--- src/rtl/ovc_credit_tracker.sv ---
// Output-port VC allocator and credit counters for one router output port.
// Define OVC_ATOMIC_REALLOC_EN to hold an OVC in DRAINING until its downstream buffer is empty.
module ovc_credit_tracker #(
    parameter int                  NUM_VC      = 4,
    parameter int                  VC_ID_W     = 2,
    parameter int                  CREDIT_MAX  = 4,
    parameter int                  CREDIT_W    = 3,
    parameter int                  HEADER_LEN  = 2,
    parameter logic [HEADER_LEN-1:0] HEAD_FLIT   = 2'b01,
    parameter logic [HEADER_LEN-1:0] BODY_FLIT   = 2'b00,
    parameter logic [HEADER_LEN-1:0] TAIL_FLIT   = 2'b10,
    parameter logic [HEADER_LEN-1:0] SINGLE_FLIT = 2'b11
) (
    input  logic                       clk,
    input  logic                       rst,
    input  logic                       alloc_req,
    output logic                       alloc_gnt,
    output logic [VC_ID_W-1:0]         alloc_vc,
    input  logic                       send_valid,
    input  logic [VC_ID_W-1:0]         send_vc,
    input  logic [HEADER_LEN-1:0]      send_type,
    input  logic                       credit_valid,
    input  logic [VC_ID_W-1:0]         credit_vc,
    output logic [NUM_VC*CREDIT_W-1:0] credit_cnt,
    output logic [NUM_VC-1:0]          ovc_busy,
    output logic                       err_underflow,
    output logic                       err_overflow,
    output logic                       err_proto
);

    typedef enum logic [1:0] {
        ST_FREE  = 2'd0,
        ST_BUSY  = 2'd1,
        ST_DRAIN = 2'd2
    } ovc_state_e;

`ifdef OVC_ATOMIC_REALLOC_EN
    localparam ovc_state_e END_STATE = ST_DRAIN;
`else
    localparam ovc_state_e END_STATE = ST_FREE;
`endif

    logic [VC_ID_W-1:0] ptr_q, ptr_d;
    logic [VC_ID_W-1:0] gnt_idx, cand;
    logic               gnt_found;
    logic [NUM_VC-1:0]  free_vec;
    logic [NUM_VC-1:0]  under_hit, over_hit, proto_hit;
    logic               is_end;
    logic               err_underflow_q, err_underflow_d;
    logic               err_overflow_q, err_overflow_d;
    logic               err_proto_q, err_proto_d;

    always_comb begin
        case (send_type)
            HEAD_FLIT, BODY_FLIT:   is_end = 1'b0;
            TAIL_FLIT, SINGLE_FLIT: is_end = 1'b1;
            default:                is_end = 1'b0;
        endcase
    end

    // Round-robin search for the first FREE OVC at or above the pointer.
    always_comb begin
        gnt_found = 1'b0;
        gnt_idx   = ptr_q;
        cand      = ptr_q;
        for (int k = 0; k < NUM_VC; k++) begin
            cand = ptr_q + VC_ID_W'(k);
            if (!gnt_found && free_vec[cand]) begin
                gnt_found = 1'b1;
                gnt_idx   = cand;
            end
        end
    end

    assign alloc_gnt = alloc_req && gnt_found && !rst;
    assign alloc_vc  = gnt_idx;
    assign ptr_d     = alloc_gnt ? gnt_idx + VC_ID_W'(1) : ptr_q;

    genvar gi;
    generate
        for (gi = 0; gi < NUM_VC; gi++) begin : g_ovc
            logic [CREDIT_W-1:0] cnt_q, cnt_d;
            ovc_state_e          st_q, st_d;
            logic                send_hit, cred_hit, grant_hit;
            logic                und, ovf, pro;

            assign send_hit  = send_valid   && (send_vc   == VC_ID_W'(gi));
            assign cred_hit  = credit_valid && (credit_vc == VC_ID_W'(gi));
            assign grant_hit = alloc_gnt    && (alloc_vc  == VC_ID_W'(gi));

            always_comb begin
                cnt_d = cnt_q;
                und   = 1'b0;
                ovf   = 1'b0;
                if (send_hit && !cred_hit) begin
                    if (cnt_q == '0) und = 1'b1;
                    else             cnt_d = cnt_q - CREDIT_W'(1);
                end else if (cred_hit && !send_hit) begin
                    if (cnt_q == CREDIT_W'(CREDIT_MAX)) ovf = 1'b1;
                    else                                cnt_d = cnt_q + CREDIT_W'(1);
                end
            end

            // A send in the same cycle as the grant belongs to the new packet.
            always_comb begin
                st_d = st_q;
                pro  = 1'b0;
                case (st_q)
                    ST_FREE: begin
                        if (grant_hit) begin
                            st_d = (send_hit && is_end) ? END_STATE : ST_BUSY;
                        end else if (send_hit) begin
                            pro = 1'b1;
                        end
                    end
                    ST_BUSY: begin
                        if (send_hit && is_end) st_d = END_STATE;
                    end
                    ST_DRAIN: begin
                        if (cnt_d == CREDIT_W'(CREDIT_MAX)) st_d = ST_FREE;
                    end
                    default: st_d = ST_FREE;
                endcase
            end

            always_ff @(posedge clk) begin
                if (rst) begin
                    cnt_q <= CREDIT_W'(CREDIT_MAX);
                    st_q  <= ST_FREE;
                end else begin
                    cnt_q <= cnt_d;
                    st_q  <= st_d;
                end
            end

            assign credit_cnt[gi*CREDIT_W +: CREDIT_W] = cnt_q;
            assign ovc_busy[gi]  = (st_q != ST_FREE);
            assign free_vec[gi]  = (st_q == ST_FREE);
            assign under_hit[gi] = und;
            assign over_hit[gi]  = ovf;
            assign proto_hit[gi] = pro;
        end
    endgenerate

    assign err_underflow_d = err_underflow_q | (|under_hit);
    assign err_overflow_d  = err_overflow_q  | (|over_hit);
    assign err_proto_d     = err_proto_q     | (|proto_hit);

    always_ff @(posedge clk) begin
        if (rst) begin
            ptr_q           <= '0;
            err_underflow_q <= 1'b0;
            err_overflow_q  <= 1'b0;
            err_proto_q     <= 1'b0;
        end else begin
            ptr_q           <= ptr_d;
            err_underflow_q <= err_underflow_d;
            err_overflow_q  <= err_overflow_d;
            err_proto_q     <= err_proto_d;
        end
    end

    assign err_underflow = err_underflow_q;
    assign err_overflow  = err_overflow_q;
    assign err_proto     = err_proto_q;

endmodule

--- config.mk ---
export PLATFORM = sky130hd
export DESIGN_NAME = ovc_credit_tracker
export DESIGN_NICKNAME = d
export VERILOG_FILES = /design/src/rtl/ovc_credit_tracker.sv
export SDC_FILE = /design/constraint.sdc
export NUM_CORES = 1
export LEC_CHECK = 0
export BUFFER_PORTS_ARGS = -buffer_cell sky130_fd_sc_hd__buf_2
export CAP_MARGIN = 30
export CORE_MARGIN = 3
export CORE_UTILIZATION = 53
export DETAILED_ROUTE_END_ITERATION = 12
export PLACE_DENSITY_LB_ADDON = 0.2
export REMOVE_ABC_BUFFERS = 1
export SYNTH_ARGS = -nofsm -noshare
export SYNTH_HDL_FRONTEND = slang
export SYNTH_SLANG_ARGS = --single-unit
--- constraint.sdc ---
create_clock -name clk -period 2.3 [get_ports clk]
set_clock_uncertainty 0.2 [all_clocks]
set_input_delay 0.23 -clock clk [delete_from_list [all_inputs] [get_ports clk]]
set_output_delay 0.23 -clock clk [all_outputs]
set_load 0.005 [all_outputs]
* Word-level counts from Yosys, hierarchy flattened
Index checks and enable logic that the tools add are counted.
** Word-level totals
- Register bits :: 25
- Input port bits :: 11
- Output and inout port bits :: 22
- Word-level logic and storage cells :: 221
** Cells by class
- Add/subtract/negate cells :: 12
- $lt $le $gt $ge :: 4
- Equal/unequal tests :: 40
- Multiplexer cells :: 84
- Bitwise logic cells :: 3
- Reduce and logical (&&, ||, !) cells :: 66
** Operators by type and width (count)
- $mux 3 :: 16
- $mux 1 :: 44
- $mux 2 :: 15
- $logic_and 1x1->1 :: 29
- $eq 2x2->1 const B :: 12
- $eq 3x3->1 const B :: 8
- $pmux 2 s3 :: 4
- $eq 2x1->1 const B :: 8
- $logic_not 2->1 :: 8
- $ne 2x2->1 const B :: 8
- $add 3x1->3 const B :: 4
- $logic_not 1->1 :: 12
- $logic_not 3->1 :: 4
- $lt 2x3->1 const B :: 4
- $reduce_and 3->1 :: 4
- $reduce_or 4->1 :: 3
- $sub 3x1->3 const B :: 4
- $bmux 1 s2 :: 4
- $ne 2x1->1 const B :: 4
- $reduce_bool 2->1 :: 4
- $add 2x1->2 const B :: 2
- $add 2x2->2 const B :: 2
- $reduce_or 2->1 :: 2
- $or 1x1->1 :: 3
- $pmux 1 s2 :: 1

* Depth between registers and ports, before layout
Gate-level depths: netlist of run 1.
- Word-level depth :: 20
- Depth in mapped cells :: 9

* Worst setup path after synthesis of run 1
Ideal clock, no wire load.
- Path kind :: in2reg
- Start :: input send_vc[0]
- End :: register g_ovc[0].cnt_q[2]
- Library setup time :: 0.117 ns
- Arrival :: 1.725 ns
- Setup slack :: 0.258 ns
- Cell stages on the path :: 8
- Path through :: nor3b_2 -> ha_1 -> inv_1 -> fa_1 -> xor2_1 -> a211oi_2 -> xnor2_1 -> nand2b_1
** Between the ends
- Word-level cells in the longest chain between the ends :: 6
- Elaborated cells between the ends (all ways) :: 7
** RTL lines
- start: declaration :: RTL line 20 : input logic [VC_ID_W-1:0] send_vc,
- $logic_not 2->1 (*) :: RTL line 87 : assign send_hit = send_valid && (send_vc == VC_ID_W'(gi));
- $logic_and 1x1->1 (*) :: RTL line 87
- $logic_not 1->1 :: RTL line 98 : end else if (cred_hit && !send_hit) begin
- $logic_and 1x1->1 :: RTL line 98
- $mux 3 :: RTL line 98
- $mux 3 (*) :: RTL line 95 : if (send_hit && !cred_hit) begin
- end signal: assignment :: RTL line 128 : cnt_q <= CREDIT_W'(CREDIT_MAX);
- end signal: assignment :: RTL line 131 : cnt_q <= cnt_d;
- end: declaration :: RTL line 82 : logic [CREDIT_W-1:0] cnt_q, cnt_d;
Every way passes the cells marked *; elsewhere a longest branch is shown, timed or not.
A chain may end at the register's enable or synchronous reset.

* Worst setup path after layout of run 1
- Start :: register g_ovc[1].st_q[0]
- End :: register err_proto_q, in the netlist err_proto
** Between the ends
- Word-level cells in the longest chain between the ends :: 20
- Elaborated cells between the ends (all ways) :: 42
** RTL lines
- start: declaration :: RTL line 83 : ovc_state_e st_q, st_d;
- start signal: assignment :: RTL line 132 : st_q <= st_d;
- $logic_not 2->1 (*) :: RTL line 108, 138
- $bmux 1 s2 :: RTL line 68 : if (!gnt_found && free_vec[cand]) begin
- $mux 1 (not written as such) :: RTL line 68
- $mux 1 :: RTL line 68
- $logic_not 1->1 :: RTL line 68
- $logic_and 1x1->1 :: RTL line 68
- $mux 1 :: RTL line 68
- $logic_not 1->1 :: RTL line 68
- [3 not listed]
- $logic_and 1x1->1 :: RTL line 68
- $mux 1 :: RTL line 68
- $logic_and 1x1->1 (2 in series) :: RTL line 75 : assign alloc_gnt = alloc_req && gnt_found && !rst;
- $logic_and 1x1->1 :: RTL line 89 : assign grant_hit = alloc_gnt && (alloc_vc == VC_ID_W'(gi));
- $mux 1 :: RTL line 110 : if (grant_hit) begin
- $mux 1 :: RTL line 108 : case (st_q)
- $reduce_or 4->1 (*) :: RTL line 147 : assign err_proto_d = err_proto_q | (|proto_hit);
- $or 1x1->1 (*) :: RTL line 147
- end signal: assignment :: RTL line 159 : err_proto_q <= err_proto_d;
- end: declaration :: RTL line 51 : logic err_proto_q, err_proto_d;
Every way passes the cells marked *; elsewhere a longest branch is shown, timed or not. The select of a mux whose other input is x is not followed.

==> qor.csv, run 1 <==
stage;metric;value;unit
die;Initial Utilization;0.566;
logic_synthesis;Synth cell types;33;
critical_path;WP data arrival;2100;ps
cells_and_area;Post-Route Utilization;0.681;
timing;Sum Neg Setup Slack;0;ps
timing;relative slew slack;0.741;
routing;total number of vias;1272;
critical_path;CP startpoint;g_ovc[1].st_q[0]$_SDFFE_PP0P_;
routing;routed len/inst;12.6;µm
logic_synthesis;flops & latches, synth;21;
die;area of the core;2520;µm²
cells_and_area;most frequent cells in the layout;31 x buf_2, 24 x inv_1, 21 x dfxtp_1, 14 x nor2_1, 13 x a21oi_1;
cells_and_area;most common cell after layout, fill and taps aside;buf_2;
critical_path;CP max stage cell;dfxtp_1;
cells_and_area;Non-Filler Instances;236;
place;Final GP Congestion;0.940;
pwr;Peak VDD IR;0.547;mV
logic_synthesis;number of flops mapped to enable cells by yosys;0;
critical_path;CP required;2340;ps
worst_hold_path;worst hold path class;in2reg;
logic_synthesis;Main synth FF type;dfxtp_1;
status;status;finished, final reports clean;
clocking;Root Driver;clkbuf_4;
routing;Via density;5.39;
logic_synthesis;sequential area share after synthesis;0.294;
global_routing;Tot GR Track Use;0.196;
die;Die Area;3350;µm²
logic_synthesis;syn avg cell area;8.77;µm²
critical_path;critical path class;reg2reg;
clocking;clk slew on worst S/H paths;120;ps
global_routing;largest net degree at the start of global routing;24;
die;Die W;57.9;µm
timing;crit path time final;2060;ps
routing;Pre-antenna DRT Iters;4;
routing;Post-Route WL;2980;µm
timing;Worst-Margin Slew;388;ps
place;Setup WS pre-CTS;104;ps
timing;Max Clk Rate;0.486;GHz
place;IO Port Bufs;31;
timing;Finish-stage setup viols;0;
clocking;CTS max path bufs;2;
critical_path;CP Cell Sequence;a211o_1 > a32oi_2 > inv_1 > ha_1 > a21oi_1 > a221oi_1 > a21oi_1;
routing;number of remaining DRC errors;0;
clocking;H-tree depth;1;
pwr;Power, Total;0.982;mW
cells_and_area;FILL cells;216;
worst_hold_path;Hold Path Origin;alloc_req;
logic_synthesis;Yosys warnings;0;
critical_path;critical path's largest stage delay;400;ps
cells_and_area;area added between synthesis and finish;20.2;%
cells_and_area;post-route cell area;1720;µm²
critical_path;CP dominant cell by count;a21oi_1;
global_routing;number of global-route vias before repair;1237;
global_routing;first-pass GRT wire length;5290;µm
cells_and_area;NumNets Final;234;
timing;WHS;78.8;ps
die;IO Pins;33;
critical_path;Worst setup EP type;flop;
place;post-DP HPWL;2420;µm
cells_and_area;fraction of final layout cells sized beyond drive strength 1;0.262;
logic_synthesis;synthesized instance count;163;
global_routing;grt total ovfl;0;
run;Max-cap violations;0;
clocking;post-CTS setup buffers;0;
clocking;CTS sink cnt;21;
place;DP Area;1680;µm²
routing;drt initial violations;37;
timing;RSZ-0062 raised after global routing;false;
global_routing;initial antenna violation count;0;
logic_synthesis;Post-Syn Area;1430;µm²
pwr;pwr/cell area;571;nW/µm²
clocking;Clk Latency, worst-skew pair;300;ps
routing;antenna-violating nets left;0;
clocking;CTS tree;done;
critical_path;launch point of the worst reg-to-reg path;g_ovc[1].st_q[0]$_SDFFE_PP0P_;
die;Die Ht;57.9;µm
timing;period utilisation layout;0.895;
timing;Final Hold Vio Count;0;
clocking;total CTS buffers;3;
die;num rows;18;
critical_path;worst-path fanout max;8;
timing;Pins Over Slew Limit;0;
place;placed cells;231;
pwr;Pleak;0.699;nW
timing;Final WS setup;240;ps
logic_synthesis;share of synthesized registers carrying an async set or reset;0;
critical_path;CP startpoint kind;flop;
cells_and_area;# diodes;0;
[per-layer routing]
layer	track usage	routed length, µm	vias to the layer above
li1	-	-	658
met1	0.232	1290	582
met2	0.363	1500	30
met3	0.0445	170	2
met4	0.0364	13	0
met5	0	0	-
[Yosys cell counts (5+ instances only)]
library cell	n	area (µm²)
inv_1	24	90.1
ha_1	12	150
nand3b_1	8	60.1
nand2b_1	5	31.3
xor2_1	8	70.1
a211oi_1	12	90.1
a21oi_1	13	65.1
nand3_1	5	25.0
nor2_1	14	52.6
dfxtp_1	21	420
[state kept, by name, indices dropped and copies added, names as in the netlist]
| name | cells |
|---|---|
| g_ovc.cnt_q | 12 |
| g_ovc.st_q | 4 |
| ptr_q | 2 |
| err_overflow | 1 |
| err_proto | 1 |
| err_underflow | 1 |
[cell type report]
| class | count | area, µm² | area share |
|---|---|---|---|
| tap | 30 | 37.5 | 0.0218 |
| timing repair buffer | 41 | 233 | 0.135 |
| inverter | 25 | 93.8 | 0.0546 |
| multi-input combinational | 115 | 907 | 0.528 |
| clock buffer | 4 | 26.3 | 0.0153 |
| sequential | 21 | 420 | 0.245 |
[cell families after synthesis]
| logic type | synth area share |
|---|---|
| AOI/OAI and AO/OA | 0.227 |
| xor gates and xnor gates | 0.0736 |
| adders and majority gates | 0.161 |
| buffers and inverters | 0.0709 |
| DFF | 0.294 |
| and+or+nand+nor | 0.173 |
[where the power goes]
group          leakage (nW)  switching, mW  total [mW]  internal [mW]
Sequential            0.171         0.0397       0.440          0.400
Combinational         0.513          0.197       0.362          0.166
Clock                0.0150          0.112       0.180         0.0676
Total                 0.699          0.348       0.982          0.633
[worst max-delay path, delay by kind of cell (launching register included)]
kind / cells / cell delay, ps
AO/OA/AOI/OAI: 5 / 1090
flip-flops: 1 / 400
buffers and inverters: 1 / 110
adder cells (fa/ha/maj): 1 / 190
[repair_timing]
action | 4_1_cts | 5_1_grt
resized for setup | 0 | 0
hold buffers | 1 | 0
endpoints found under the hold margin | 4 | 0
[final timing paths]
| path | end | slack, ps | cells past startpoint |
|---|---|---|---|
| setup / recovery | err_proto$_SDFF_PP0_ | 240 | 7 |
| hold / removal | g_ovc[2].st_q[0]$_SDFFE_PP0P_ | 80 | 3 |
| setup reg to reg | err_proto$_SDFF_PP0_ | 240 | 7 |
| hold reg to reg | g_ovc[1].cnt_q[1]$_SDFFE_PP0P_ | 350 | 2 |
Power figures use the tool's default switching activity.
==> run 2, diff against run 1 <==
Clock period 2.3 ns to 2.06 ns, I/O delays scaled along.
==> qor.csv, run 2 (synthesized netlist as in run 1, its figures left out) <==
stage;metric;value;unit;change
die;Die W;57.9;µm;unchanged
place;post-DP HPWL;2780;µm;was 2420 µm
pwr;Pleak;0.755;nW;was 0.699 nW
routing;total number of vias;1342;;was 1272
cells_and_area;most frequent cells in the layout;31 x buf_2, 24 x inv_1, 21 x dfxtp_1, 19 x buf_4, 14 x nor2_1;;was 31 x buf_2, 24 x inv_1, 21 x dfxtp_1, 14 x nor2_1, 13 x a21oi_1
die;num rows;18;;unchanged
clocking;H-tree depth;1;;unchanged
die;Initial Utilization;0.566;;unchanged
global_routing;grt total ovfl;0;;unchanged
routing;Pre-antenna DRT Iters;4;;unchanged
critical_path;Reg-to-Reg End;err_proto$_SDFF_PP0_;;unchanged
critical_path;Worst setup EP type;flop;;unchanged
pwr;NetSw;0.430;mW;was 0.348 mW
die;Die Area;3350;µm²;unchanged
clocking;CTS max path bufs;2;;unchanged
clocking;Root Driver;clkbuf_4;;unchanged
global_routing;Tot GR Track Use;0.227;;was 0.196
routing;routed len/inst;13.6;µm;was 12.6 µm
pwr;pwr/cell area;669;nW/µm²;was 571 nW/µm²
pwr;internal power;0.782;mW;was 0.633 mW
critical_path;CP startpoint kind;flop;;unchanged
clocking;Clk Latency, worst-skew pair;310;ps;was 300 ps
routing;number of remaining DRC errors;0;;unchanged
timing;crit path time final;1980;ps;was 2060 ps
cells_and_area;# diodes;0;;unchanged
timing;Sum Neg Setup Slack;0;ps;unchanged
die;area of the core;2520;µm²;unchanged
pwr;Logic pwr share;0.428;;was 0.369
routing;antenna-violating nets left;0;;unchanged
cells_and_area;fraction of final layout cells sized beyond drive strength 1;0.310;;was 0.262
die;IO Pins;33;;unchanged
timing;relative slew slack;0.748;;was 0.741
worst_hold_path;worst hold path class;in2reg;;unchanged
timing;Worst-Margin Slew;377;ps;was 388 ps
run;Max-cap violations;0;;unchanged
pwr;Peak VDD IR;0.519;mV;was 0.547 mV
critical_path;Worst R2R Setup Slack;80;ps;was 240 ps
critical_path;end point of the critical path;err_proto$_SDFF_PP0_;;unchanged
critical_path;critical path class;reg2reg;;unchanged
cells_and_area;most common cell after layout, fill and taps aside;buf_2;;unchanged
global_routing;number of global-route vias before repair;1429;;was 1237
pwr;switch share;0.355;;about the same
critical_path;worst-path fanout max;7;;was 8
global_routing;initial antenna violation count;0;;unchanged
pwr;sequential share of power;0.401;;was 0.448
critical_path;launch point of the worst reg-to-reg path;ptr_q[1]$_SDFFE_PP0P_;;was g_ovc[1].st_q[0]$_SDFFE_PP0P_
pwr;Clock Power Share;0.171;;was 0.183
routing;Via density;5.46;;was 5.39
status;status;finished, final reports clean;;unchanged
cells_and_area;Post-Route Utilization;0.719;;was 0.681
cells_and_area;number of flip-flops in the largest register;12;;unchanged
place;IO Port Bufs;31;;unchanged
critical_path;R2R depth;7;;unchanged
clocking;clk slew on worst S/H paths;130;ps;was 120 ps
cells_and_area;Reg with most FFs;g_ovc.cnt_q;;unchanged
timing;Pins Over Slew Limit;0;;unchanged
critical_path;CP required;2050;ps;was 2340 ps
clocking;total CTS buffers;3;;unchanged
cells_and_area;area added between synthesis and finish;26.9;%;was 20.2%
critical_path;CP startpoint;ptr_q[1]$_SDFFE_PP0P_;;was g_ovc[1].st_q[0]$_SDFFE_PP0P_
place;Final GP Congestion;0.901;;was 0.940
die;Die Ht;57.9;µm;unchanged
clocking;CTS tree;done;;unchanged
global_routing;largest net degree at the start of global routing;24;;unchanged
timing;Finish-stage setup viols;0;;unchanged
cells_and_area;NumNets Final;244;;was 234
cells_and_area;leading registers by flop count;g_ovc.cnt_q x12, g_ovc.st_q x4, ptr_q x2;;unchanged
routing;Post-Route WL;3350;µm;was 2980 µm
global_routing;first-pass GRT wire length;5960;µm;was 5290 µm
timing;Final Hold Vio Count;0;;unchanged
routing;drt initial violations;44;;was 37
clocking;CTS sink cnt;21;;unchanged
timing;Max Clk Rate;0.506;GHz;was 0.486 GHz
critical_path;WP data arrival;1970;ps;was 2100 ps
timing;period utilisation layout;0.959;;was 0.895
==> run 2: worst max-delay path: stages (launching register included) <==
cell and delay (ps):
dfxtp_1 490, o221ai_1 230, a32oi_4 280, buf_4 160
ha_1 130, a21oi_1 80, a32oi_1 190, a21oi_1 90
==> run 2: how the worst min path moves through the flow <==
stage	depth (start not counted)	start	endpoint
2_1_floorplan	1	rst	err_proto$_SDFF_PP0_
3_3_place_gp	2	send_type[1]	g_ovc[2].st_q[0]$_SDFFE_PP0P_
3_5_place_dp	2	send_type[1]	g_ovc[2].st_q[0]$_SDFFE_PP0P_
4_1_cts	3	alloc_req	g_ovc[2].st_q[0]$_SDFFE_PP0P_
5_1_grt	3	alloc_req	g_ovc[2].st_q[0]$_SDFFE_PP0P_
6_report	3	alloc_req	g_ovc[2].st_q[0]$_SDFFE_PP0P_
==> run 2: cell type report <==
type	instances	area, µm²
Multi-Input combinational cell	115	926
Fill cell	186	709
Timing Repair Buffer	51	308
Tap cell	30	37.5
Sequential cell	21	420
Clock inverter	1	5.00
Clock buffer	3	22.5
Inverter	25	93.8
==> run 2: through the flow <==
stage | total power [mW] | setup slack [ps] | hold slack, ps | std cells | instance area, µm²
after CTS | 1.15 | 6.78 | 45.4 | 244 | 1780
after floorplan | 0.740 | 42.3 | 75.1 | 161 | 1420
after global routing | 1.30 | -2.59 | 72.8 | 246 | 1810
final | 1.21 | 83.9 | 52.3 | 246 | 1810
after global placement | 0.926 | -50.3 | 256 | 239 | 1740
after detailed placement | 0.952 | -163 | 260 | 239 | 1740
==> run 2: repair_timing <==
item	CTS	global route
hold buffers	1	0
setup endpoints to repair	0	1
hold endpoints to repair	4	0
buffers inserted	0	2
resized for setup	0	4
==> run 2: power groups by stage <==
stage | Clock, mW | Sequential (mW) | Combinational [mW]
2_1_floorplan | 0 | 0.506 | 0.235
3_3_place_gp | 0 | 0.491 | 0.434
3_5_place_dp | 0 | 0.493 | 0.458
4_1_cts | 0.209 | 0.484 | 0.458
5_1_grt | 0.228 | 0.491 | 0.585
6_report | 0.207 | 0.487 | 0.519
==> run 2: routing by layer <==
metal  vias up  part of all wire  track usage
met4         0             0.014        0.103
li1        685                 -            -
met2        27              0.56        0.439
met5         -                 0            0
met3         6             0.035       0.0379
met1       624              0.39        0.234
